<file path="src/rtl/me_unit.sv">
`default_nettype none
// ============================================================================
// Module   : me_unit
// Purpose  : Memory-access stage of the 5-stage LoongArch pipeline. Issues
//            loads/stores on an SRAM-like req/addr_ok/data_ok bus, aligns
//            and extends load data, and forwards results to WB and ID.
// Revision : 1.0 - initial release
// ============================================================================
module me_unit #(
    parameter int EX_to_ME_Bus_Size = 107,
    parameter int ME_to_WB_Bus_Size = 70
) (
    input  logic                         clk,
    input  logic                         resetn,
    input  logic                         EX_to_ME_Valid,
    input  logic [EX_to_ME_Bus_Size-1:0] EX_to_ME_Bus,
    output logic                         ME_Allow_in,
    output logic                         ME_to_WB_Valid,
    output logic [ME_to_WB_Bus_Size-1:0] ME_to_WB_Bus,
    input  logic                         WB_Allow_in,
    output logic                         data_sram_req,
    output logic                         data_sram_wr,
    output logic [1:0]                   data_sram_size,
    output logic [3:0]                   data_sram_wstrb,
    output logic [31:0]                  data_sram_addr,
    output logic [31:0]                  data_sram_wdata,
    input  logic                         data_sram_addr_ok,
    input  logic                         data_sram_data_ok,
    input  logic [31:0]                  data_sram_rdata,
    output logic [4:0]                   ME_dest,
    output logic [31:0]                  ME_Forward_Res,
    output logic                         ME_load_pending
);

    typedef enum logic [1:0] {
        S_IDLE = 2'd0,
        S_REQ  = 2'd1,
        S_WAIT = 2'd2,
        S_DONE = 2'd3
    } state_t;

    state_t                         state_q, state_d;
    logic                           valid_q, valid_d;
    logic [EX_to_ME_Bus_Size-1:0]   bus_q,   bus_d;
    logic [31:0]                    rdata_q, rdata_d;

    // Fields of the latched instruction
    logic [31:0] pc;
    logic        gr_we;
    logic [4:0]  dest;
    logic [31:0] alu_result;
    logic        mem_re;
    logic        mem_we;
    logic [2:0]  mem_op;
    logic [31:0] store_data;

    assign pc         = bus_q[106:75];
    assign gr_we      = bus_q[74];
    assign dest       = bus_q[73:69];
    assign alu_result = bus_q[68:37];
    assign mem_re     = bus_q[36];
    assign mem_we     = bus_q[35];
    assign mem_op     = bus_q[34:32];
    assign store_data = bus_q[31:0];

    logic ready_go;
    logic latch;
    logic in_is_mem;
    logic [31:0] load_result;
    logic [31:0] final_result;

    // A memory instruction may only leave once its response is buffered
    assign ready_go    = !(mem_re || mem_we) || (state_q == S_DONE);
    assign ME_Allow_in = !valid_q || (ready_go && WB_Allow_in);
    assign latch       = EX_to_ME_Valid && ME_Allow_in;
    assign in_is_mem   = EX_to_ME_Bus[36] || EX_to_ME_Bus[35];

    assign ME_to_WB_Valid  = valid_q && ready_go;
    assign ME_to_WB_Bus    = {pc, gr_we, dest, final_result};
    assign ME_dest         = dest & {5{gr_we && valid_q}};
    assign ME_Forward_Res  = final_result;
    assign ME_load_pending = valid_q && mem_re && (state_q != S_DONE);

    // Request fields come straight from the latched payload, which cannot
    // change while the request is outstanding because ME_Allow_in is low.
    assign data_sram_req  = (state_q == S_REQ);
    assign data_sram_wr   = mem_we;
    assign data_sram_size = mem_op[1:0];
    assign data_sram_addr = alu_result;

    // Store byte enables and lane-replicated write data
    always_comb begin
        data_sram_wstrb = 4'b0000;
        data_sram_wdata = store_data;
        case (mem_op[1:0])
            2'd0: begin
                data_sram_wstrb = 4'b0001 << alu_result[1:0];
                data_sram_wdata = {4{store_data[7:0]}};
            end
            2'd1: begin
                data_sram_wstrb = alu_result[1] ? 4'b1100 : 4'b0011;
                data_sram_wdata = {2{store_data[15:0]}};
            end
            default: begin
                data_sram_wstrb = 4'b1111;
                data_sram_wdata = store_data;
            end
        endcase
        if (!mem_we) begin
            data_sram_wstrb = 4'b0000;
        end
    end

    // Lane selection and sign/zero extension of the buffered load word
    always_comb begin
        logic [7:0]  ld_byte;
        logic [15:0] ld_half;
        ld_byte     = rdata_q[8*alu_result[1:0] +: 8];
        ld_half     = alu_result[1] ? rdata_q[31:16] : rdata_q[15:0];
        case (mem_op)
            3'd0:    load_result = {{24{ld_byte[7]}}, ld_byte};
            3'd4:    load_result = {24'd0, ld_byte};
            3'd1:    load_result = {{16{ld_half[15]}}, ld_half};
            3'd5:    load_result = {16'd0, ld_half};
            default: load_result = rdata_q;
        endcase
        final_result = mem_re ? load_result : alu_result;
    end

    // Next-state: handshake, payload latch and memory-transaction sequencing
    always_comb begin
        state_d = state_q;
        valid_d = valid_q;
        bus_d   = bus_q;
        rdata_d = rdata_q;
        if (ME_Allow_in) begin
            valid_d = EX_to_ME_Valid;
        end
        if (latch) begin
            bus_d = EX_to_ME_Bus;
        end
        case (state_q)
            S_IDLE: if (latch && in_is_mem) state_d = S_REQ;
            S_REQ:  if (data_sram_addr_ok) state_d = S_WAIT;
            S_WAIT: begin
                if (data_sram_data_ok) begin
                    state_d = S_DONE;
                    rdata_d = data_sram_rdata;
                end
            end
            S_DONE: begin
                // A back-to-back memory instruction goes straight to REQ
                if (ready_go && WB_Allow_in) begin
                    state_d = (latch && in_is_mem) ? S_REQ : S_IDLE;
                end
            end
            default: state_d = S_IDLE;
        endcase
    end

    // State registers; async reset abandons any in-flight transaction
    always_ff @(posedge clk or negedge resetn) begin
        if (!resetn) begin
            state_q <= S_IDLE;
            valid_q <= 1'b0;
            bus_q   <= '0;
            rdata_q <= 32'd0;
        end else begin
            state_q <= state_d;
            valid_q <= valid_d;
            bus_q   <= bus_d;
            rdata_q <= rdata_d;
        end
    end

endmodule
`default_nettype wire

</file>
<file path="config.mk">
export PLATFORM = sky130hd
export DESIGN_NAME = me_unit
export DESIGN_NICKNAME = d
export VERILOG_FILES = /design/src/rtl/me_unit.sv
export SDC_FILE = /design/constraint.sdc
export NUM_CORES = 1
export LEC_CHECK = 0
export ABC_AREA = 1
export BUFFER_PORTS_ARGS = -buffer_cell sky130_fd_sc_hd__buf_2
export CAP_MARGIN = 0
export CELL_PAD_IN_SITES_DETAIL_PLACEMENT = 1
export CELL_PAD_IN_SITES_GLOBAL_PLACEMENT = 2
export CORE_MARGIN = 5
export CORE_UTILIZATION = 27
export DETAILED_ROUTE_END_ITERATION = 10
export GPL_TIMING_DRIVEN = 0
export PLACE_DENSITY = 0.9
export SETUP_SLACK_MARGIN = 0.4
export SKIP_CTS_REPAIR_TIMING = 1
export SLEW_MARGIN = 20
export SYNTH_ARGS = -nofsm -noshare
export SYNTH_HDL_FRONTEND = slang
export SYNTH_SLANG_ARGS = --single-unit
</file>
<file path="constraint.sdc">
create_clock -name clk -period 2.09 [get_ports clk]
set_input_delay 0.1045 -clock clk [delete_from_list [all_inputs] [get_ports clk]]
set_output_delay 0.1045 -clock clk [all_outputs]
set_load 0.005 [all_outputs]
</file>
==> impl_metrics.env, run 1 <==
export IMPL_synth_warnings=0
export IMPL_ant_nets=0
export IMPL_r2r_start="state_q[0]$_DFFE_PN0P_"
export IMPL_maxCapViolCount=0
export IMPL_fmax_mhz=436
export IMPL_grt_pass1_vias=8158
export IMPL_clock_path_buffers=2
export IMPL_grt_max_degree=73
export IMPL_rsz0062_at_grt="yes"
export IMPL_rrSetupSlack_ns=0.24
export IMPL_cts_sinks=142
export IMPL_dp_slack_ns=-0.148
export IMPL_required_ns=1.99
export IMPL_finalCritPeriodShare=1.10
export IMPL_viasPerCell=4.67
export IMPL_drt_iter0_drc=403
export IMPL_cp_startpoint="bus_q[33]$_DFFE_PN0P_"
export IMPL_synth_avg_cell_area_um2=8.01
export IMPL_syn2layout_area_growth_pct=84.3
export IMPL_tightest_slew_ns=0.999
export IMPL_io_pins=327
export IMPL_layout_cells_non_filler=1965
export IMPL_synth_ff_type="dfrtp_1"
export IMPL_setup_worst_path_start_class="register"
export IMPL_rows=63
export IMPL_finalHoldViolCount=0
export IMPL_path_max_fanout=7
export IMPL_routedWlPerCell_um=20.6
export IMPL_cts_reportedPaths_clkPinSlew_ns=0.06
export IMPL_die_area_um2=33300
export IMPL_violations="negative setup slack"
export IMPL_ys_seq_area_frac=0.442
export IMPL_relSlewSlack=0.334
export IMPL_core_um2=29600
export IMPL_root_buffer="clkbuf_16"
export IMPL_totalPowerFinal_mw=25.5
export IMPL_synth_most_common_cell="nand2_1"
export IMPL_max_stage_delay_ns=0.41
export IMPL_die_y_um=183
export IMPL_hold_path_class="in -> reg"
export IMPL_vias=9170
export IMPL_drt_total_wl_um=40400
export IMPL_path_buf_inv=5
export IMPL_setup_viol=59
export IMPL_layout_drive_gt1_share=0.554
export IMPL_syn_area_um2=8040
export IMPL_yosys_area_top_type="dfrtp_1"
export IMPL_clk_latency_ns=0.43
export IMPL_cts_tree="done"
export IMPL_async_reset_ff_frac=1.00
export IMPL_die_w_um=183
export IMPL_status="finished, violations left"
export IMPL_grt_usage=0.182
export IMPL_gp_congestion=0.848
export IMPL_htree_levels=4
export IMPL_cpLargestDelayFamily="buffers and inverters"
export IMPL_cp_depth=9
export IMPL_grt_pass1_wl_um=47300
export IMPL_synthCells=1004
export IMPL_place_inst=1720
export IMPL_fillCellCount=3409
export IMPL_multi_input_comb_area_um2=4190
export IMPL_regArea_um2=3560
export IMPL_drtPass1Iterations=5
export IMPL_synthTopCellsByArea="dfrtp_1, nand2_1, buf_4, nand3_1, mux2_2"
export IMPL_syn_nets=1154
export IMPL_timing_worst_setup_path_type="reg -> out"
export IMPL_io_buffers=325
export IMPL_synth_edf_count=0
export IMPL_synth_seq_cells=142
export IMPL_endpoint="ME_to_WB_Bus[5]"
export IMPL_cts_buffers_inserted=17
export IMPL_layout_setup_ws_ns=-0.204
export IMPL_antenna_found_initial=5
export IMPL_max_vdd_ir_drop_uv=644
export IMPL_yosys_area_top_type_share=0.442
export IMPL_synth_common_cells="nand2_1, dfrtp_1, nand3_1"
export IMPL_hp_start="data_sram_addr_ok"
export IMPL_finalClockSkew_ns=0.0127
export IMPL_period_minus_slack_ns=2.29
export IMPL_synth_cell_types=30
export IMPL_drc=0
export IMPL_start_util=0.272
export IMPL_crit_chain="buf_12 > nor2_4 > clkinv_4 > o21ai_4 > buf_12 > nand2_4 > a31oi_4 > buf_6 > buf_6"
export IMPL_timing_rr_end="bus_q[3]$_DFFE_PN0P_"
export IMPL_reg2regPathDepth=12
export IMPL_cpMaxStageDelayCell="dfrtp_1"
export IMPL_p_per_area_nw_per_um2=1720
export IMPL_grt_overflow_total=0
export IMPL_fin_nets=1707
export IMPL_power_leakage_nw=7.66
export IMPL_dp_hpwl_um=24400
export IMPL_cp_arrival_ns=2.19
export IMPL_finalMaxSlewViolations=0
export IMPL_end_kind="output pin"
==> per-layer routing <==
metal,vias to the layer above,track usage,part of all wire
met2,295,0.308,0.53
met3,82,0.0466,0.048
li1,4211,-,-
met4,0,0.0687,0.033
met1,4582,0.224,0.39
met5,-,0,0
==> placed cells by master (no fill, tap or decap), types with 22 or more instances in the layout <==
cell / count
buf_4: 122
nor2_1: 34
nand2_4: 24
inv_1: 22
or2_2: 23
nand2_2: 66
a21oi_1: 39
mux2_2: 28
nand2_1: 235
buf_6: 83
dlygate4sd3_1: 140
nand3_2: 61
buf_2: 289
nand3_1: 66
clkbuf_16: 32
dfrtp_1: 138
inv_2: 23
==> flip-flops by register name, summed over array words and instances (netlist names) <==
register / flops
rdata_q: 32
bus_q: 107
valid_q: 1
state_q: 2
==> where the power goes <==
| part | internal [mW] | total [mW] | switching (mW) |
|---|---|---|---|
| logic | 8.89 | 16.9 | 8.01 |
| clock network | 1.68 | 3.10 | 1.43 |
| registers | 4.10 | 5.52 | 1.42 |
| total | 14.7 | 25.5 | 10.9 |
==> tightest hold or removal path: cells and delay by family <==
family	cells	cell delay, ns
AOI/OAI and AO/OA	1	0.13
buffers and inverters	2	0.13
and+or+nand+nor	2	0.15
==> per-stage QoR <==
step	utilization	setup TNS (ns)	hold WS [ns]	cell area, um^2
finish	0.502	-4.78	0.129	14800
global route	0.502	-9.69	0.157	14800
CTS	0.364	-18.73	-0.348	10800
detailed placement	0.345	-0.214	0.119	10200
global placement	0.344	-198.23	0.335	10200
floorplan	-	0	-0.191	8040
==> area by class of cell <==
class | instances | share of cell area
timing repair buffer | 534 | 0.289
multi-input combinational | 642 | 0.283
clock inverter | 15 | 0.00996
sequential | 142 | 0.240
clock buffer | 17 | 0.0287
antenna | 5 | 0.000844
inverter | 52 | 0.0148
tap | 390 | 0.0329
buffer | 168 | 0.101
==> logic make-up after synthesis <==
| group | share of synthesized area |
|---|---|
| flip-flops | 0.442 |
| AND/OR/NAND/NOR | 0.290 |
| multiplexers | 0.0392 |
| AO/OA/AOI/OAI | 0.0513 |
| adder cells (fa/ha/maj) | 0.00778 |
| buffers and inverters | 0.170 |
==> worst min path at each step <==
stage / to / slack (ns) / cells past startpoint
detailed placement: bus_q[48]$_DFFE_PN0P_ / 0.12 / 1
floorplan: bus_q[0]$_DFFE_PN0P_ / -0.19 / 0
finish: state_q[1]$_DFFE_PN0P_ / 0.13 / 5
CTS: bus_q[48]$_DFFE_PN0P_ / -0.35 / 1
global route: state_q[1]$_DFFE_PN0P_ / 0.16 / 5
global placement: bus_q[77]$_DFFE_PN0P_ / 0.34 / 3
Power figures use the tool's default switching activity.
==> run 2, diff against run 1 <==
- PLACE_DENSITY: 0.9 -> 0.79
==> impl_metrics.env, run 2 (synthesized netlist as in run 1, its figures left out) <==
export IMPL_ant_nets=0
export IMPL_drc=0
export IMPL_finalCritPeriodShare=1.05
export IMPL_layout_setup_ws_ns=-0.105
export IMPL_fin_setup_tns_ns=-2.31
export IMPL_crit_chain="buf_6 > nand2_4 > nor2_2 > nor2_1 > o21ai_2 > nand2_4 > buf_8 > nand3_4 > nand2_2 > inv_2 > buf_6 > buf_6"
export IMPL_vias=8826
export IMPL_io_pins=327
export IMPL_p_per_area_nw_per_um2=1660
export IMPL_fin_util=0.495
export IMPL_required_ns=1.99
export IMPL_drt_iter0_drc=318
export IMPL_htree_levels=4
export IMPL_dpl_instance_area_um2=10200
export IMPL_maxCapViolCount=0
export IMPL_antenna_found_initial=5
export IMPL_relSlewSlack=0.553
export IMPL_setup_viol=38
export IMPL_gp_congestion=0.863
export IMPL_fmax_mhz=456
export IMPL_die_y_um=183
export IMPL_status="finished, violations left"
export IMPL_cpMaxStageDelayCell="dfrtp_1"
export IMPL_path_max_fanout=7
export IMPL_period_minus_slack_ns=2.19
export IMPL_start_util=0.272
export IMPL_die_area_um2=33300
export IMPL_layout_drive_gt1_share=0.571
export IMPL_setup_worst_path_start_class="register"
export IMPL_cts_buffers_inserted=17
export IMPL_cts_tree="done"
export IMPL_cts_reportedPaths_clkPinSlew_ns=0.06
export IMPL_max_stage_delay_ns=0.39
export IMPL_cp_arrival_ns=2.09
export IMPL_rows=63
export IMPL_mostFrequentLayoutCell="buf_2"
export IMPL_power_leakage_nw=7.60
export IMPL_regMostFlops="bus_q"
export IMPL_finalMaxSlewViolations=0
export IMPL_viasPerCell=4.51
export IMPL_die_w_um=183
export IMPL_largest_reg_flops=107
export IMPL_top_regs="bus_q: 107 flops, rdata_q: 32 flops, state_q: 2 flops"
export IMPL_clock_path_buffers=2
export IMPL_syn2layout_area_growth_pct=82.0
export IMPL_core_um2=29600
export IMPL_worst_path_most_repeated_cell="buf_6"
export IMPL_end_kind="output pin"
export IMPL_final_cell_mix="buf_2, nand2_1, dlygate4sd3_1, dfrtp_1, buf_4"
export IMPL_routedWlPerCell_um=18.5
export IMPL_fin_nets=1700
export IMPL_hold_path_class="in -> reg"
export IMPL_clk_latency_ns=0.43
export IMPL_final_cell_area_um2=14600
export IMPL_max_vdd_ir_drop_uv=569
export IMPL_timing_worst_setup_path_type="reg -> out"
export IMPL_grt_overflow_total=0
export IMPL_grt_pass1_vias=8337
export IMPL_grt_max_degree=80
export IMPL_finalHoldViolCount=0
export IMPL_cts_sinks=142
export IMPL_rsz0062_at_grt="yes"
export IMPL_violations="negative setup slack"
export IMPL_grt_pass1_wl_um=48400
export IMPL_grt_usage=0.187
export IMPL_dp_hpwl_um=24700
export IMPL_finalClockSkew_ns=0.0154
export IMPL_tightest_slew_ns=0.670
export IMPL_drtPass1Iterations=4
export IMPL_root_buffer="clkbuf_16"
export IMPL_drt_total_wl_um=36100
export IMPL_io_buffers=325
run 2: cell count changes in the layout (fill, tap and decap cells not counted), moves of 7 or more:
cell / delta
nand2_1: -69
nand2_4: +26
nand3_2: -54
nand3_1: +48
buf_6: -19
buf_4: +7
buf_2: +9
nand2_2: +44
run 2: final cells by class:
class,instances,area [um^2]
Timing Repair Buffer,526,4030
Clock buffer,17,425
Antenna cell,4,10.0
Clock inverter,15,148
Sequential cell,142,3560
Inverter,52,206
Fill cell,3473,14900
Multi-Input combinational cell,643,4300
Buffer,168,1480
Tap cell,390,488
run 2: critical path, delay by kind of cell, from the launching register on:
| family | cells | cell delay [ns] |
|---|---|---|
| AOI/OAI and AO/OA | 1 | 0.09 |
| buffers and inverters | 5 | 0.58 |
| DFF | 1 | 0.39 |
| and+or+nand+nor | 6 | 0.60 |
run 2: stage by stage:
| step | std cells | worst slack, ns | total power [mW] | hold slack [ns] |
|---|---|---|---|---|
| 6_report | 1957 | -0.105 | 24.3 | 0.144 |
| 5_1_grt | 1957 | -0.216 | 26.0 | 0.140 |
| 4_1_cts | 1752 | -0.521 | 19.3 | -0.309 |
| 3_5_place_dp | 1720 | -0.0661 | 16.1 | 0.155 |
| 3_3_place_gp | 1719 | -1.44 | 15.9 | 0.337 |
| 2_1_floorplan | 1004 | 0.507 | 11.5 | -0.191 |
run 2: final timing paths:
kind | startpoint | end | slack (ns) | cells after the start
min reg2reg | bus_q[89]$_DFFE_PN0P_ | bus_q[89]$_DFFE_PN0P_ | 0.48 | 2
max | bus_q[38]$_DFFE_PN0P_ | ME_to_WB_Bus[17] | -0.10 | 12
min | data_sram_addr_ok | state_q[1]$_DFFE_PN0P_ | 0.14 | 5
max in group asynchronous | resetn | bus_q[37]$_DFFE_PN0P_ | 1.02 | 3
min in group asynchronous | resetn | bus_q[54]$_DFFE_PN0P_ | 0.27 | 2
max reg2reg | state_q[0]$_DFFE_PN0P_ | bus_q[34]$_DFFE_PN0P_ | 0.22 | 13
run 2: report_power, final:
group          leakage (nW)  internal (mW)  switching (mW)
logic                  5.61           8.24            7.34
registers              1.71           4.10            1.52
clock network         0.280           1.68            1.44
run 2: layer usage:
layer	share of wire	track usage	wire length [um]
met3	0.051	0.0496	1830
met5	0.00055	0	20
met2	0.53	0.318	19000
met1	0.41	0.231	14700
met4	0.016	0.0570	584
